[config.mk]
export PLATFORM = sky130hd
export DESIGN_NAME = digit_serial_adder
export DESIGN_NICKNAME = d
export VERILOG_FILES = /design/src/rtl/adder_pkg.sv /design/src/rtl/digit_adder.sv /design/src/rtl/digit_serial_adder.sv
export SDC_FILE = /design/constraint.sdc
export NUM_CORES = 1
export LEC_CHECK = 0
export ABC_AREA = 1
export BUFFER_PORTS_ARGS = -buffer_cell sky130_fd_sc_hd__buf_2
export CORE_ASPECT_RATIO = 0.6
export CORE_MARGIN = 2
export CORE_UTILIZATION = 45
export CTS_BUF_LIST = sky130_fd_sc_hd__clkbuf_8
export DETAILED_ROUTE_END_ITERATION = 7
export GPL_ROUTABILITY_DRIVEN = 0
export PLACE_DENSITY = 0.79
export SLEW_MARGIN = 0
export SYNTH_ARGS = -nofsm -noshare
export SYNTH_HDL_FRONTEND = slang
export SYNTH_SLANG_ARGS = --single-unit
[constraint.sdc]
create_clock -name clk -period 2.12 [get_ports clk]
set_input_delay 0.212 -clock clk [delete_from_list [all_inputs] [get_ports clk]]
set_output_delay 0.212 -clock clk [all_outputs]
set_load 0.05 [all_outputs]
[src/rtl/adder_pkg.sv]
// Shared types and defaults for the digit-serial adder/subtractor.
package adder_pkg;

    localparam int DEF_WIDTH   = 16;
    localparam int DEF_DIGIT_W = 4;

    typedef enum logic [1:0] {
        IDLE = 2'd0,
        RUN  = 2'd1,
        DONE = 2'd2
    } state_t;

    // Counter width for n states; never narrower than one bit so NDIG=1 still has a counter.
    function automatic int cnt_w(input int n);
        return (n <= 1) ? 1 : $clog2(n);
    endfunction

endpackage

[src/rtl/digit_adder.sv]
// Combinational DIGIT_W-bit adder slice; also exposes the carry into its MSB for overflow detection.
module digit_adder #(
    parameter int DIGIT_W = 4
) (
    input  logic [DIGIT_W-1:0] x,
    input  logic [DIGIT_W-1:0] y,
    input  logic               ci,
    output logic [DIGIT_W-1:0] s,
    output logic               co,
    output logic               cm
);

    logic [DIGIT_W:0]   full;
    logic [DIGIT_W-1:0] cvec;

    always_comb begin
        full = {1'b0, x} + {1'b0, y} + {{DIGIT_W{1'b0}}, ci};
        s    = full[DIGIT_W-1:0];
        co   = full[DIGIT_W];
        // sum bit = x ^ y ^ carry_in, so the per-bit carry-in is recovered by xor-ing back
        cvec = x ^ y ^ full[DIGIT_W-1:0];
        cm   = cvec[DIGIT_W-1];
    end

endmodule

[src/rtl/digit_serial_adder.sv]
// Multi-cycle adder/subtractor: one DIGIT_W digit per clock, LSB first, valid/ready on both sides.
// Optional signed-overflow output enabled by DIGIT_SERIAL_ADDER_OVF_EN.
//   state | meaning
//   IDLE  | in_ready=1, waiting for an operand pair
//   RUN   | adding digit cnt, carry held in register
//   DONE  | out_valid=1, result held until out_ready
module digit_serial_adder
    import adder_pkg::*;
#(
    parameter int WIDTH   = DEF_WIDTH,
    parameter int DIGIT_W = DEF_DIGIT_W
) (
    input  logic             clk,
    input  logic             rst_n,
    input  logic             in_valid,
    output logic             in_ready,
    input  logic [WIDTH-1:0] a,
    input  logic [WIDTH-1:0] b,
    input  logic             cin,
    input  logic             sub,
    output logic             out_valid,
    input  logic             out_ready,
    output logic [WIDTH-1:0] sum,
    output logic             cout
`ifdef DIGIT_SERIAL_ADDER_OVF_EN
    ,
    output logic             ovf
`endif
);

    localparam int NDIG = WIDTH / DIGIT_W;
    localparam int CW   = cnt_w(NDIG);
    localparam logic [CW-1:0]    LAST  = CW'(NDIG - 1);
    localparam logic [WIDTH-1:0] DMASK = WIDTH'({DIGIT_W{1'b1}});

    state_t             state, state_nxt;
    logic [WIDTH-1:0]   opa, opb;
    logic               carry;
    logic [CW-1:0]      cnt;
    logic               load, step;
    int                 off;
    logic [DIGIT_W-1:0] dx, dy, ds;
    logic               dco, dcm;

    assign off = DIGIT_W * int'(cnt);
    assign dx  = DIGIT_W'(opa >> off);
    assign dy  = DIGIT_W'(opb >> off);

    digit_adder #(.DIGIT_W(DIGIT_W)) u_digit (
        .x (dx),
        .y (dy),
        .ci(carry),
        .s (ds),
        .co(dco),
        .cm(dcm)
    );

    always_comb begin
        state_nxt = state;
        in_ready  = 1'b0;
        out_valid = 1'b0;
        load      = 1'b0;
        step      = 1'b0;
        case (state)
            IDLE: begin
                in_ready = 1'b1;
                if (in_valid) begin
                    load      = 1'b1;
                    state_nxt = RUN;
                end
            end
            RUN: begin
                step = 1'b1;
                if (cnt == LAST) state_nxt = DONE;
            end
            DONE: begin
                out_valid = 1'b1;
                if (out_ready) state_nxt = IDLE;
            end
            default: state_nxt = IDLE;
        endcase
    end

    always_ff @(posedge clk) begin
        if (!rst_n) begin
            state <= IDLE;
            opa   <= '0;
            opb   <= '0;
            carry <= 1'b0;
            cnt   <= '0;
            sum   <= '0;
            cout  <= 1'b0;
`ifdef DIGIT_SERIAL_ADDER_OVF_EN
            ovf   <= 1'b0;
`endif
        end else begin
            state <= state_nxt;
            if (load) begin
                // subtraction is a + ~b + ~borrow_in
                opa   <= a;
                opb   <= sub ? ~b : b;
                carry <= sub ? ~cin : cin;
                cnt   <= '0;
            end else if (step) begin
                sum   <= (sum & ~(DMASK << off)) | (WIDTH'(ds) << off);
                carry <= dco;
                if (cnt == LAST) begin
                    cout <= dco;
`ifdef DIGIT_SERIAL_ADDER_OVF_EN
                    ovf  <= dcm ^ dco;
`endif
                end else begin
                    cnt <= cnt + 1'b1;
                end
            end
        end
    end

`ifndef DIGIT_SERIAL_ADDER_OVF_EN
    logic unused_cm;
    assign unused_cm = dcm;
`endif

endmodule

==> results.yml <==
finish:
  insertedDiodeCount: 0
  finalCoreUtilization_pct: 59.1
  finalNetCount: 426
  syn2layout_area_growth_pct: 24.2
  fill_cells: 495
  drive_gt1_share_pct: 28.4
  postLayoutCellArea_um2: 3060
logic_synthesis:
  synth_common_cells: "69 x nor2_1, 54 x dfxtp_1, 46 x nand2_1, 42 x o21ai_0, 19 x a21oi_1"
  synthArstFlopShare_pct: 0
  synth_edf_count: 0
  synth_nets: 367
  yosysWarningCount: 0
  synth_largest_area_cell: "dfxtp_1"
  ys.flop_type: "dfxtp_1"
  ys_seq_area_share_pct: 43.9
  synth.most_common_cell: "nor2_1"
  synth.avg_cell_area_um2: 7.70
  syn_area_um2: 2460
  ys_seq_elements: 54
  netlist.area_leader.share_pct: 43.9
  synthCells: 320
  synth_cell_types: 24
  synth_area_leaders: "dfxtp_1 44%, nor2_1 11%, o21ai_0 8.5%, nand2_1 7.0%, xnor2_1 6.4%"
global_routing:
  grt_pass1_vias: 2049
  met2_usage_pct: 31.5
  met1_usage_pct: 28.9
  grt_use_total_pct: 20.2
  grtUsageMet3_pct: 4.43
  grt_pass1_wl_um: 9540
  gr-total-overflow: 0
  antenna_found_initial: 0
  top_usage_layer: "met2"
  grt_max_degree: 33
detailed_routing:
  postRouteAntennaNets: 0
  finalWirelength_um: 5950
  wl_per_cell_um: 13.3
  vias: 2279
  drtIter0Drc: 105
  avgViaCountPerCell: 5.11
  firstDrtPassIters: 4
  drcViolationCount: 0
timing:
  worst_pin_slew_ps: 475
  whs_ps: 144
  maxSlewViolCount: 0
  setup_viol: 2
  clock.fmax_mhz: 466
  post-route-period-util_pct: 101
  relSlewSlack_pct: 68.3
  layout_setup_ws_ps: -27.9
  clock_skew_ps: 6.77
  finalCriticalPeriod_ps: 2150
  rsz0062_at_grt: "true"
  finalHoldViolCount: 0
critical_path:
  worstSetupEndpointType: "register"
  crit_required_ps: 2320
  crit_arrival_ps: 2350
  r2r_start: "cnt[0]$_SDFFE_PP0P_"
  critPathLaunchType: "register"
  cp_max_fo: 8
  reg2reg_to: "sum[6]$_SDFFE_PN0P_"
  r2r_slack_ps: -30
  r2r_cells: 9
  crit_type: "reg -> reg"
run_status:
  status: "finished, violations left"
  violations: "negative setup slack"
die:
  rows: 20
  die_area_um2: 6100
  core_area_um2: 5180
  die_y_um: 61.3
  start_util_pct: 47.6
  die_w_um: 99.5
  num_io_pins: 57
power_and_ir_drop:
  cellLeakagePower_nw: 1.33
  finalPower_mw: 2.52
  powerDensity_nw_per_um2: 823
  peakVddDrop_mv: 0.323
cts:
  cts_tree: "done"
  clk_latency_ps: 310
  clk_pin_slew_ps: 100
  cts_sinks: 54
  numCtsBuffers: 5
  clockRootBuffer: "clkbuf_8"
  cts_buffer_depth: 2
  ctsHoldBuffers: 0
  cts_max_level: 2
min_path:
  min_to: "opa[12]$_SDFFE_PN0P_"
  hold_path.class: "in -> reg"
  min_from: "a[12]"
  hold_depth: 3
placement:
  dp_hpwl_um: 4460
  io_buffers: 56
  dpl-instance-area_um2: 2830
run:
  cap_violations: 0
==> cell usage in the layout (no fill, tap or decap), drive strengths merged, types with 4 or more instances in the layout <==
cell type / n
nor2: 72
buf: 69
dfxtp: 54
nand2: 46
o21ai: 43
a21oi: 19
xnor2: 18
inv: 15
a211oi: 8
o22ai: 8
ha: 7
clkbuf: 6
nand4: 4
a22oi: 4
==> registers in the layout (all words and copies together) (netlist names) <==
| name | count |
|---|---|
| carry | 1 |
| cnt | 2 |
| cout | 1 |
| opa | 16 |
| opb | 16 |
| state | 2 |
| sum | 16 |
==> per-stage QoR <==
stage                     worst slack [ps]  std cells  TNS [ps]
after global routing                  -131        446     -1070
final                                -27.9        446     -47.5
after global placement                41.1        435         0
after CTS                             20.7        446         0
after floorplan                       1.46        320         0
after detailed placement             -23.6        435     -54.8
==> final cells by class <==
| type | count | area (um2) | share of cell area [%] |
|---|---|---|---|
| clock buffer | 6 | 82.6 | 2.70 |
| clock inverter | 2 | 60.1 | 1.96 |
| inverter | 16 | 67.6 | 2.21 |
| multi-input combinational | 233 | 1300 | 42.5 |
| sequential | 54 | 1090 | 35.5 |
| tap | 66 | 82.6 | 2.70 |
| timing repair buffer | 69 | 382 | 12.5 |
==> how the worst max path moves through the flow <==
| stage | from | endpoint | slack, ps | cells past startpoint |
|---|---|---|---|---|
| 2_1_floorplan | cnt[1]$_SDFFE_PP0P_ | cout$_SDFFE_PN0P_ | 1 | 13 |
| 3_3_place_gp | cnt[0]$_SDFFE_PP0P_ | sum[2]$_SDFFE_PN0P_ | 40 | 9 |
| 3_5_place_dp | cnt[0]$_SDFFE_PP0P_ | sum[10]$_SDFFE_PN0P_ | -20 | 9 |
| 4_1_cts | cnt[0]$_SDFFE_PP0P_ | sum[11]$_SDFFE_PN0P_ | 20 | 10 |
| 5_1_grt | cnt[0]$_SDFFE_PP0P_ | cout$_SDFFE_PN0P_ | -130 | 11 |
| 6_report | cnt[0]$_SDFFE_PP0P_ | sum[6]$_SDFFE_PN0P_ | -30 | 9 |
==> logic make-up after synthesis <==
group,synth area share [%]
AO/OA/AOI/OAI,18.3
XOR/XNOR,6.40
adder cells (fa/ha/maj),5.18
buffers and inverters,6.55
flip-flops,43.9
AND/OR/NAND/NOR,19.7
==> per-layer routing <==
layer	wire [um]	part of all wire [%]
met5	0	0
met4	54	0.91
met3	376	6.3
met2	2560	43
met1	2970	50
==> power by group <==
group          internal (mW)  total, mW  switching, mW
Combinational          0.212      0.549          0.337
Clock                  0.503      0.836          0.333
Sequential              1.08       1.13         0.0462
==> what timing repair did <==
item                                    4_1_cts  5_1_grt
pin swaps                                     2       14
endpoints found under the setup margin        9       14
buffers inserted                              3        0
gates resized for setup                       3       20
==> worst max-delay path, stage by stage (launching register included) <==
cell and delay [ps]:
dfxtp_4 410, inv_6 60, o21ai_2 130, o22ai_2 110
fa_2 410, fa_2 380, xnor2_2 240, nor2_2 80
a22oi_1 160, nor2_1 60
(Power assumes the default switching activity.)
